==> src/rtl/fm_tx_pkg.sv <==
// Shared constants for the FM transmitter control slice: register map, FSM states, full-scale gain.
package fm_tx_pkg;

    localparam logic [1:0] ADDR_ACC_INC    = 2'd0;
    localparam logic [1:0] ADDR_DEV        = 2'd1;
    localparam logic [1:0] ADDR_SAMPLE_DIV = 2'd2;
    localparam logic [1:0] ADDR_CTRL       = 2'd3;

    localparam logic [3:0] G_FULL = 4'd8;

    typedef enum logic [1:0] {
        ST_RUN       = 2'd0,
        ST_MUTE_DOWN = 2'd1,
        ST_RETUNE    = 2'd2,
        ST_MUTE_UP   = 2'd3
    } tx_state_e;

endpackage

==> src/rtl/fm_tx_tick_gen.sv <==
// Audio sample-rate tick: a down-counter that reloads the divider at zero, giving one tick every div+1 cycles.
module fm_tx_tick_gen #(
    parameter int DIV_W = 16
) (
    input  logic             clk,
    input  logic             rst,
    input  logic [DIV_W-1:0] div,
    input  logic             load,
    input  logic [DIV_W-1:0] load_val,
    output logic             tick
);

    logic [DIV_W-1:0] cnt;

    // A divider write restarts the period from the new value.
    always_ff @(posedge clk) begin
        if (rst) begin
            cnt  <= '0;
            tick <= 1'b0;
        end else if (load) begin
            cnt  <= load_val;
            tick <= 1'b0;
        end else if (cnt == '0) begin
            cnt  <= div;
            tick <= 1'b1;
        end else begin
            cnt  <= cnt - 1'b1;
            tick <= 1'b0;
        end
    end

endmodule

==> src/rtl/fm_tx_ctrl.sv <==
// FM transmitter control: config register file, audio sample gain path, and the mute/retune/unmute FSM.
// Define FM_TX_CTRL_SOFTMUTE_EN for tick-paced gain ramps; otherwise the mute is a hard 3-cycle step.
module fm_tx_ctrl
    import fm_tx_pkg::*;
#(
    parameter int A     = 8,
    parameter int N     = 18,
    parameter int K     = 4,
    parameter int L     = 2,
    parameter int DIV_W = 16
) (
    input  logic                clk,
    input  logic                rst,
    input  logic                cfg_valid,
    output logic                cfg_ready,
    input  logic [1:0]          cfg_addr,
    input  logic [N-1:0]        cfg_data,
    input  logic signed [A-1:0] audio_in,
    input  logic                audio_valid,
    output logic                audio_req,
    output logic signed [A-1:0] audio,
    output logic [N-1:0]        acc_inc,
    output logic [K-1:0]        df_inc_coef,
    output logic [L-1:0]        df_inc_fact,
    output logic                busy,
    output logic                underrun
);

    tx_state_e           state, state_nxt;
    logic [3:0]          g, g_nxt;
    logic                acc_ld;
    logic [N-1:0]        pending_inc;
    logic [DIV_W-1:0]    sample_div;
    logic                tx_en;
    logic signed [A-1:0] audio_lat;
    logic signed [A+4:0] prod;
    logic                tick;
    logic                wr;

    assign cfg_ready = (state == ST_RUN);
    assign busy      = (state != ST_RUN);
    assign wr        = cfg_valid && cfg_ready;
    assign audio_req = tick;

    fm_tx_tick_gen #(.DIV_W(DIV_W)) u_tick (
        .clk      (clk),
        .rst      (rst),
        .div      (sample_div),
        .load     (wr && cfg_addr == ADDR_SAMPLE_DIV),
        .load_val (cfg_data[DIV_W-1:0]),
        .tick     (tick)
    );

    always_comb begin
        state_nxt = state;
        g_nxt     = g;
        acc_ld    = 1'b0;
        case (state)
            ST_RUN: if (wr && cfg_addr == ADDR_ACC_INC) state_nxt = ST_MUTE_DOWN;
`ifdef FM_TX_CTRL_SOFTMUTE_EN
            ST_MUTE_DOWN: begin
                if (tick && g != '0) g_nxt = g - 4'd1;
                if (g_nxt == '0) state_nxt = ST_RETUNE;
            end
            ST_RETUNE: begin
                acc_ld    = 1'b1;
                state_nxt = ST_MUTE_UP;
            end
            ST_MUTE_UP: begin
                if (g >= G_FULL) state_nxt = ST_RUN;
                else if (tick)   g_nxt = g + 4'd1;
            end
`else
            ST_MUTE_DOWN: begin
                g_nxt     = '0;
                state_nxt = ST_RETUNE;
            end
            ST_RETUNE: begin
                acc_ld    = 1'b1;
                g_nxt     = G_FULL;
                state_nxt = ST_MUTE_UP;
            end
            ST_MUTE_UP: state_nxt = ST_RUN;
`endif
            default: state_nxt = ST_RUN;
        endcase
    end

    // Gain is 0..8, so the product needs 5 extra bits before the divide-by-8.
    assign prod = (A+5)'(audio_lat) * (A+5)'($signed({1'b0, g}));

    always_ff @(posedge clk) begin
        if (rst) begin
            state       <= ST_RUN;
            g           <= G_FULL;
            acc_inc     <= '0;
            pending_inc <= '0;
            df_inc_coef <= '0;
            df_inc_fact <= '0;
            sample_div  <= '0;
            tx_en       <= 1'b0;
            audio_lat   <= '0;
            audio       <= '0;
            underrun    <= 1'b0;
        end else begin
            state <= state_nxt;
            g     <= g_nxt;
            if (acc_ld) acc_inc <= pending_inc;
            if (wr) begin
                case (cfg_addr)
                    ADDR_ACC_INC: pending_inc <= cfg_data;
                    ADDR_DEV: begin
                        df_inc_coef <= cfg_data[K+L-1:L];
                        df_inc_fact <= cfg_data[L-1:0];
                    end
                    ADDR_SAMPLE_DIV: sample_div <= cfg_data[DIV_W-1:0];
                    default: begin
                        tx_en <= cfg_data[0];
                        if (cfg_data[1]) underrun <= 1'b0;
                    end
                endcase
            end
            // Placed after the clear so a same-cycle missed sample wins.
            if (tick) begin
                if (audio_valid) audio_lat <= audio_in;
                else             underrun  <= 1'b1;
            end
            audio <= tx_en ? A'(prod >>> 3) : '0;
        end
    end

endmodule

==> config.mk <==
export PLATFORM = sky130hd
export DESIGN_NAME = fm_tx_ctrl
export DESIGN_NICKNAME = d
export VERILOG_FILES = /design/src/rtl/fm_tx_pkg.sv /design/src/rtl/fm_tx_tick_gen.sv /design/src/rtl/fm_tx_ctrl.sv
export SDC_FILE = /design/constraint.sdc
export NUM_CORES = 1
export LEC_CHECK = 0
export CORE_AREA = 2 2 75 112
export DETAILED_ROUTE_END_ITERATION = 8
export DIE_AREA = 0 0 77 114
export GPL_ROUTABILITY_DRIVEN = 0
export PLACE_DENSITY_LB_ADDON = 0.05
export SLEW_MARGIN = 20
export SYNTH_ARGS = -nofsm -noshare
export SYNTH_HDL_FRONTEND = slang
export SYNTH_SLANG_ARGS = --single-unit
==> constraint.sdc <==
create_clock -name clk -period 3.7 [get_ports clk]
set_input_delay 1.11 -clock clk [delete_from_list [all_inputs] [get_ports clk]]
set_output_delay 1.11 -clock clk [all_outputs]
set_load 0.1 [all_outputs]
==> results of run 1 <==
==> synth_stat cells (3+ instances only) <==
library cell / count / area share
buf_1: 5 / 0.0050
o21ai_0: 16 / 0.021
nand4b_1: 3 / 0.0069
or3_1: 6 / 0.0099
nand3_1: 10 / 0.013
a21oi_1: 32 / 0.042
nor4_1: 8 / 0.013
ha_1: 4 / 0.013
mux2i_1: 29 / 0.077
o31ai_1: 7 / 0.014
and2_1: 8 / 0.013
clkbuf_1: 18 / 0.018
nand2b_1: 3 / 0.0050
nor3_1: 9 / 0.012
inv_1: 9 / 0.0089
nand2_1: 90 / 0.089
nor2_1: 36 / 0.036
a211oi_1: 3 / 0.0059
dfxtp_1: 96 / 0.51
nand4_1: 4 / 0.0066
xor2_1: 3 / 0.0069
==> per-stage QoR <==
| step | hold slack (ps) | utilization | area, µm² | cells | power (µW) |
|---|---|---|---|---|---|
| 3_3_place_gp | 428.1 | 0.5636 | 4457 | 589 | 2408 |
| 4_1_cts | 443.4 | 0.6014 | 4756 | 605 | 3350 |
| 2_1_floorplan | 417.4 | - | 3791 | 435 | 2139 |
| 5_1_grt | 457.0 | 0.6017 | 4758 | 605 | 3515 |
| 3_5_place_dp | 433.2 | 0.5636 | 4457 | 589 | 2425 |
| 6_report | 439.8 | 0.6017 | 4758 | 605 | 3337 |
==> sequential cells by signal (all words and copies together) (netlist names), 2 cells and up <==
register,cells
acc_inc,18
pending_inc,18
sample_div,16
u_tick.cnt,16
audio,8
audio_lat,8
df_inc_coef,4
df_inc_fact,2
state,2
==> power groups by stage <==
stage / Clock [µW] / Combinational (µW) / Sequential (µW)
6_report: 918 / 1150 / 1270
3_3_place_gp: 0 / 1120 / 1290
2_1_floorplan: 0 / 837 / 1300
5_1_grt: 992 / 1230 / 1290
4_1_cts: 938 / 1140 / 1270
3_5_place_dp: 0 / 1140 / 1290
==> layout make-up <==
class | count | share of cell area
Tap cell | 105 | 0.02761
Timing Repair Buffer | 73 | 0.1304
Multi-Input combinational cell | 306 | 0.3681
Clock inverter | 5 | 0.01183
Inverter | 9 | 0.007100
Clock buffer | 11 | 0.05101
Sequential cell | 96 | 0.4039
==> critical path, stage by stage (launching register included) <==
cell,delay (ps)
dfxtp_1,350
inv_1,60
ha_1,280
inv_1,110
buf_4,290
==> worst max-delay path by stage <==
stage          slack, ps               endpoint                  start
2_1_floorplan        710                   busy  state[0]$_SDFFE_PP0P_
3_3_place_gp         930  state[0]$_SDFFE_PP0P_              cfg_valid
3_5_place_dp         910  state[0]$_SDFFE_PP0P_              cfg_valid
4_1_cts             1150                   busy  state[1]$_SDFFE_PP0P_
5_1_grt             1060                   busy  state[1]$_SDFFE_PP0P_
6_report            1170                   busy  state[1]$_SDFFE_PP0P_
==> kinds of logic (layout without fill, tap and decap cells) <==
logic type,count (synthesis),count (layout),synth area share
adders and majority gates,4,4,0.01320
xor gates and xnor gates,3,3,0.006932
buffers and inverters,33,98,0.03300
DFF,96,96,0.5069
AOI/OAI and AO/OA,79,79,0.1300
muxes,29,29,0.07657
and+or+nand+nor,191,191,0.2333
==> metal layers <==
layer | vias to the layer above | GRT usage
met5 | - | 0
met4 | 0 | 0.1012
met3 | 17 | 0.04430
met2 | 100 | 0.3643
met1 | 1472 | 0.2333
li1 | 1634 | -
==> flow_metrics.py, run 1 <==
metrics = {
    "sta": {
        "setup_slack_ps": 1170,
        "fin_setup_tns_ps": 0,
        "slew_headroom": 0.3712,
        "setup_violations": 0,
        "maxSlewViolCount": 0,
        "skew_ps": 6.921,
        "fin_crit_sh": 0.6837,
        "fin_crit_ps": 2530,
        "rsz0062_at_grt": "no",
        "hold_viol_final": 0,
        "tightest_slew_ps": 934.5,
        "fmax_mhz": 395.3,
    },
    "clock_network": {
        "cts_made_buffers": 9,
        "worst_skew_pair.late_latency_ps": 340,
        "root_buffer": "clkbuf_16",
        "cts_tree": "built",
        "clock-sinks": 96,
        "ctsHtreeMaxLevel": 3,
        "clk_pin_slew_worst_paths_ps": 70,
        "cts_hold_buf": 0,
        "clockBufferDepth": 2,
        "postCtsSetupRepairBufs": 0,
        "cts_resized": 0,
    },
    "global_routing": {
        "grt_max_degree": 33,
        "antenna_found_initial": 0,
        "grt_pass1_vias": 3019,
        "grt_use_total": 0.2056,
        "grt_first_pass_wirelength_mm": 14.27,
        "overflow": 0,
    },
    "route": {
        "highest_layer": "met4",
        "met2_length_mm": 4.526,
        "drt-vias-per-instance": 5.327,
        "wl_mm": 8.779,
        "postRouteAntennaNets": 0,
        "routedWlPerCell_um": 14.51,
        "met1Wirelength_mm": 3.613,
        "first_iter_violations": 144,
        "vias": 3223,
        "wl_met3_um": 419,
        "remaining_drc_errors": 0,
        "drtPass1Iterations": 5,
    },
    "yosys": {
        "synth_cell_type_count": 46,
        "syn_area_um2": 3791,
        "syn_avg_cell_area_um2": 8.715,
        "ys.flop_type": "dfxtp_1",
        "synth-edff-count": 0,
        "synth_seq_cells": 96,
        "ys_seq_area_frac": 0.5069,
        "ys_warn_count": 0,
        "synth_cells": 435,
        "synth_nets": 471,
        "async_flop_share": 0,
    },
    "hold_path": {
        "hold_class": "register to register",
        "min-delay-start": "sample_div[12]$_SDFFE_PP0P_",
        "hold_depth": 2,
        "min_to": "sample_div[12]$_SDFFE_PP0P_",
    },
    "worst_setup_path": {
        "rr_worst_depth": 4,
        "r2r_end": "u_tick.cnt[7]$_SDFF_PP0_",
        "worstPathRequired_ps": 2590,
        "regToRegSetupSlack_ps": 1310,
        "cp_max_fo": 9,
        "startpoint_type": "register",
        "arrival_ps": 1420,
        "critPathKind": "register to output pin",
        "r2r_start": "u_tick.cnt[3]$_SDFF_PP0_",
        "cp-end-kind": "output pin",
    },
    "power": {
        "peakVddDrop_v": 0.0005793,
        "leakage_uw": 0.001928,
        "p_seq_frac": 0.381,
        "pwr-share-clk": 0.275,
        "swShare": 0.3703,
        "p_switching_uw": 1236,
        "power.internal_uw": 2101,
        "comb_power_share": 0.344,
        "power_density_nw_per_um2": 701.3,
    },
    "placement": {
        "io_buffers": 67,
        "dp_hpwl_mm": 6.270,
        "dp_slack_ps": 909.7,
    },
    "die": {
        "die_h_um": 114,
        "die_width_um": 77,
        "io_pins": 68,
        "start_util": 0.4794,
        "rows": 40,
        "dieArea_um2": 8778,
        "core_area_um2": 7908,
    },
    "layout": {
        "antennaDiodeCount": 0,
        "fillCellCount": 733,
        "regArea_um2": 1922,
        "final_nets": 531,
        "area_growth_pct": 25.51,
        "drive_gt1_frac": 0.1280,
        "final_cell_mix": "dfxtp_1 (96), nand2_1 (90), buf_4 (42)",
        "multi_input_area_um2": 1752,
        "final_common_cell": "dfxtp_1",
    },
    "flow_run": {
        "cap_violations": 0,
    },
    "outcome": {
        "status": "finished, final reports clean",
    },
}
(Power assumes the default switching activity.)
==> run 2, diff against run 1 <==
==> constraint.sdc (replaced) <==
create_clock -name clk -period 2.5 [get_ports clk]
set_input_delay 0.75 -clock clk [delete_from_list [all_inputs] [get_ports clk]]
set_output_delay 0.75 -clock clk [all_outputs]
set_load 0.1 [all_outputs]
==> flow_metrics.py, run 2 (synthesis gave the netlist of run 1 again) <==
metrics = {
    "worst_setup_path": {
        "rr_worst_depth": 6,
        "worstPathRequired_ps": 2760,
        "cp_max_fo": 7,
        "startpoint_type": "register",
        "cp-end-kind": "register",
        "arrival_ps": 2490,
        "critPathKind": "register to register",
    },
    "layout": {
        "final_core_util": 0.6160,
        "final_nets": 545,
        "antennaDiodeCount": 0,
        "area_growth_pct": 28.48,
        "final_common_cell": "dfxtp_1",
        "reg.largest.list": "acc_inc: 18 flops, pending_inc: 18 flops",
        "final_cell_mix": "dfxtp_1 (96), nand2_1 (90), buf_4 (54)",
        "instances_no_fill": 619,
        "drive_gt1_frac": 0.1537,
    },
    "die": {
        "die_h_um": 114,
        "rows": 40,
        "start_util": 0.4794,
        "io_pins": 68,
        "core_area_um2": 7908,
        "die_width_um": 77,
        "dieArea_um2": 8778,
    },
    "placement": {
        "dp_hpwl_mm": 6.568,
        "placedCellCount": 603,
        "io_buffers": 67,
    },
    "route": {
        "postRouteAntennaNets": 0,
        "vias": 3293,
        "remaining_drc_errors": 0,
        "drtPass1Iterations": 4,
        "drt-vias-per-instance": 5.320,
        "wl_mm": 9.062,
        "routedWlPerCell_um": 14.64,
        "first_iter_violations": 134,
    },
    "sta": {
        "fmax_mhz": 448.5,
        "tightest_slew_ps": 544.7,
        "maxSlewViolCount": 0,
        "fin_crit_sh": 0.8918,
        "fin_setup_tns_ps": 0,
        "fin_crit_ps": 2229,
        "holdWs_ps": 443.7,
        "slew_headroom": 0.6335,
        "setup_violations": 0,
        "hold_viol_final": 0,
        "rsz0062_at_grt": "no",
        "skew_ps": 10.94,
    },
    "clock_network": {
        "clk_pin_slew_worst_paths_ps": 70,
        "root_buffer": "clkbuf_16",
        "cts_made_buffers": 9,
        "clockBufferDepth": 2,
        "cts_tree": "built",
        "clock-sinks": 96,
        "postCtsSetupRepairBufs": 0,
        "worst_skew_pair.late_latency_ps": 340,
        "ctsHtreeMaxLevel": 3,
        "cts_hold_buf": 0,
        "cts_resized": 0,
    },
    "outcome": {
        "status": "finished, final reports clean",
    },
    "hold_path": {
        "hold_class": "register to register",
        "hold_depth": 2,
    },
    "power": {
        "total_power_uw": 5067,
        "power_density_nw_per_um2": 1040,
        "leakage_uw": 0.001995,
        "peakVddDrop_v": 0.0006018,
    },
    "global_routing": {
        "grt_pass1_vias": 3057,
        "grt_use_total": 0.2146,
        "antenna_found_initial": 0,
        "grt_max_degree": 29,
        "overflow": 0,
        "grt_first_pass_wirelength_mm": 14.89,
    },
    "flow_run": {
        "cap_violations": 0,
    },
}
-- run 2: cell type report --
cell class / instances / area, µm²
tap: 105 / 131.4
timing repair buffer: 87 / 750.7
clock buffer: 10 / 239.0
inverter: 9 / 33.78
multi-input combinational: 306 / 1752
sequential: 96 / 1922
fill: 742 / 3037
clock inverter: 6 / 42.54
-- run 2: worst max-delay path, cell delays in order (launching register included) --
cell and delay (ps):
dfxtp_1 380, inv_1 120, ha_1 190, or4b_2 700, nor2_1 320, a311oi_1 170
o31ai_1 250
-- run 2: per-stage QoR --
step / worst slack (ps) / instance area, µm²
after global placement: 181.5 / 4589
after detailed placement: 155.2 / 4589
after CTS: 291.8 / 4871
after floorplan: 134.7 / 3794
after global routing: 118.0 / 4871
final: 270.6 / 4871
-- run 2: power breakdown --
| group | leakage [µW] | switching [µW] | internal [µW] | total (µW) |
|---|---|---|---|---|
| logic | 0.00108 | 1150 | 773 | 1920 |
| clock network | 0.000135 | 576 | 703 | 1280 |
| registers | 0.000779 | 167 | 1700 | 1860 |
| total | 0.00199 | 1890 | 3170 | 5070 |
-- run 2: routing by layer --
layer	vias up	GRT usage	wire length, µm
met3	9	0.04668	358
li1	1652	-	-
met4	0	0.1024	112
met5	-	0	0
met2	79	0.3667	4650
met1	1553	0.2566	3941
-- run 2: worst paths after layout --
| kind | startpoint | to | slack (ps) |
|---|---|---|---|
| worst min register to register | sample_div[4]$_SDFFE_PP0P_ | sample_div[4]$_SDFFE_PP0P_ | 440 |
| worst max register to register | u_tick.cnt[0]$_SDFF_PP0_ | u_tick.cnt[9]$_SDFF_PP0_ | 270 |
| worst min-delay path | sample_div[4]$_SDFFE_PP0P_ | sample_div[4]$_SDFFE_PP0P_ | 440 |
| worst max-delay path | u_tick.cnt[0]$_SDFF_PP0_ | u_tick.cnt[9]$_SDFF_PP0_ | 270 |
==> run 3, diff against run 2 <==
--- a/config.mk
+++ b/config.mk
@@ -5,9 +5,10 @@
 export SDC_FILE = /design/constraint.sdc
 export NUM_CORES = 1
 export LEC_CHECK = 0
-export CORE_AREA = 2 2 75 112
+export CORE_AREA = 5 5 94 96
+export CTS_BUF_LIST = sky130_fd_sc_hd__clkbuf_8
 export DETAILED_ROUTE_END_ITERATION = 8
-export DIE_AREA = 0 0 77 114
+export DIE_AREA = 0 0 99 101
 export GPL_ROUTABILITY_DRIVEN = 0
 export PLACE_DENSITY_LB_ADDON = 0.05
 export SLEW_MARGIN = 20
==> flow_metrics.py, run 3 (synthesis gave the netlist of run 1 again) <==
metrics = {
    "outcome": {
        "status": "finished, final reports clean",
    },
    "sta": {
        "fin_setup_tns_ps": 0,
        "rsz0062_at_grt": "no",
        "skew_ps": 14.64,
        "fin_crit_ps": 2210,
        "tightest_slew_ps": 469.4,
        "slew_headroom": 0.6859,
        "maxSlewViolCount": 0,
        "fmax_mhz": 452.6,
        "hold_viol_final": 0,
        "setup_violations": 0,
        "fin_crit_sh": 0.8839,
        "holdWs_ps": 446.7,
    },
    "die": {
        "io_pins": 68,
        "die_h_um": 101,
        "dieArea_um2": 9999,
        "core_area_um2": 7969,
        "rows": 33,
        "die_width_um": 99,
        "start_util": 0.4757,
    },
    "layout": {
        "final_common_cell": "dfxtp_1",
        "final_cell_mix": "dfxtp_1 (96), nand2_1 (90), buf_4 (51)",
        "area_growth_pct": 25.58,
        "reg.largest.list": "acc_inc: 18 flops, pending_inc: 18 flops",
        "multi_input_area_um2": 1752,
        "final_nets": 543,
        "drive_gt1_frac": 0.1465,
        "fillCellCount": 743,
        "antennaDiodeCount": 0,
        "regArea_um2": 1922,
        "instances_no_fill": 617,
    },
    "worst_setup_path": {
        "startpoint_type": "register",
        "crit_start": "u_tick.cnt[0]$_SDFF_PP0_",
        "critPathKind": "register to register",
        "worstPathRequired_ps": 2780,
        "arrival_ps": 2480,
        "cp_max_fo": 7,
        "regToRegSetupSlack_ps": 290,
        "r2r_start": "u_tick.cnt[0]$_SDFF_PP0_",
        "r2r_end": "u_tick.cnt[9]$_SDFF_PP0_",
        "rr_worst_depth": 6,
        "cp-end-kind": "register",
    },
    "power": {
        "leakage_uw": 0.001945,
        "peakVddDrop_v": 0.0005137,
        "power_density_nw_per_um2": 983.0,
    },
    "placement": {
        "io_buffers": 67,
        "dp_hpwl_mm": 6.844,
        "placedCellCount": 601,
    },
    "hold_path": {
        "hold_class": "register to register",
        "min-delay-start": "sample_div[10]$_SDFFE_PP0P_",
        "min_to": "sample_div[10]$_SDFFE_PP0P_",
        "hold_depth": 2,
    },
    "clock_network": {
        "cts_tree": "built",
        "clockBufferDepth": 2,
        "cts_resized": 0,
        "ctsHtreeMaxLevel": 3,
        "clk_pin_slew_worst_paths_ps": 80,
        "clock-sinks": 96,
        "cts_hold_buf": 0,
        "postCtsSetupRepairBufs": 0,
        "cts_made_buffers": 9,
        "root_buffer": "clkbuf_8",
        "worst_skew_pair.late_latency_ps": 370,
    },
    "global_routing": {
        "antenna_found_initial": 0,
        "overflow": 0,
        "grt_first_pass_wirelength_mm": 15.79,
        "grt_pass1_vias": 3061,
        "grt_max_degree": 39,
        "grt_use_total": 0.1975,
    },
    "route": {
        "drtPass1Iterations": 4,
        "wl_mm": 9.496,
        "postRouteAntennaNets": 0,
        "vias": 3306,
        "first_iter_violations": 128,
        "remaining_drc_errors": 0,
        "drt-vias-per-instance": 5.358,
        "routedWlPerCell_um": 15.39,
    },
    "flow_run": {
        "cap_violations": 0,
    },
}
[run 3: area by class of cell]
type,count,area share
flip-flops and latches,96,0.4037
multi-input cells,306,0.3679
repair buffers,85,0.1572
clock buffers,10,0.02891
well taps,105,0.02760
clock inverters,6,0.007622
inverters,9,0.007096
[run 3: critical path: stages, from the launching register on]
cell and delay (ps):
dfxtp_1 370, inv_1 120, ha_1 210, or4b_2 700
nor2_1 330, a311oi_1 150, o31ai_1 250
[run 3: worst max path at each step]
stage | end | slack (ps) | depth (start not counted)
floorplan | pending_inc[10]$_SDFFE_PP0P_ | 130 | 8
finish | u_tick.cnt[9]$_SDFF_PP0_ | 290 | 6
global route | u_tick.cnt[8]$_SDFF_PP0_ | 170 | 6
detailed placement | u_tick.cnt[9]$_SDFF_PP0_ | 120 | 6
global placement | u_tick.cnt[9]$_SDFF_PP0_ | 180 | 6
CTS | u_tick.cnt[9]$_SDFF_PP0_ | 300 | 6
[run 3: metrics by stage]
step	setup slack (ps)	total power (µW)	utilization	area, µm²
final	290.4	4680	0.5974	4761
after global routing	169.9	4966	0.5974	4761
after CTS	295.0	4700	0.5974	4761
after detailed placement	121.0	3788	0.5756	4587
after global placement	182.6	3761	0.5756	4587
after floorplan	134.7	3173	-	3794
[run 3: report_power, final]
group          total (µW)  leakage (µW)  internal [µW]  switching, µW
logic                1910       0.00107            762           1140
registers            1860      0.000779           1700            168
clock network         910     0.0000913            384            526
total                4680       0.00195           2840           1840
[run 3: routing by layer]
layer | part of all wire | vias to the layer above | routed length (µm) | track usage
met1 | 0.49 | 1569 | 4606 | 0.2820
met2 | 0.46 | 72 | 4327 | 0.2970
met4 | 0.011 | 0 | 102 | 0.07563
li1 | - | 1657 | - | -
met5 | 0 | - | 0 | 0
met3 | 0.048 | 8 | 459 | 0.03529
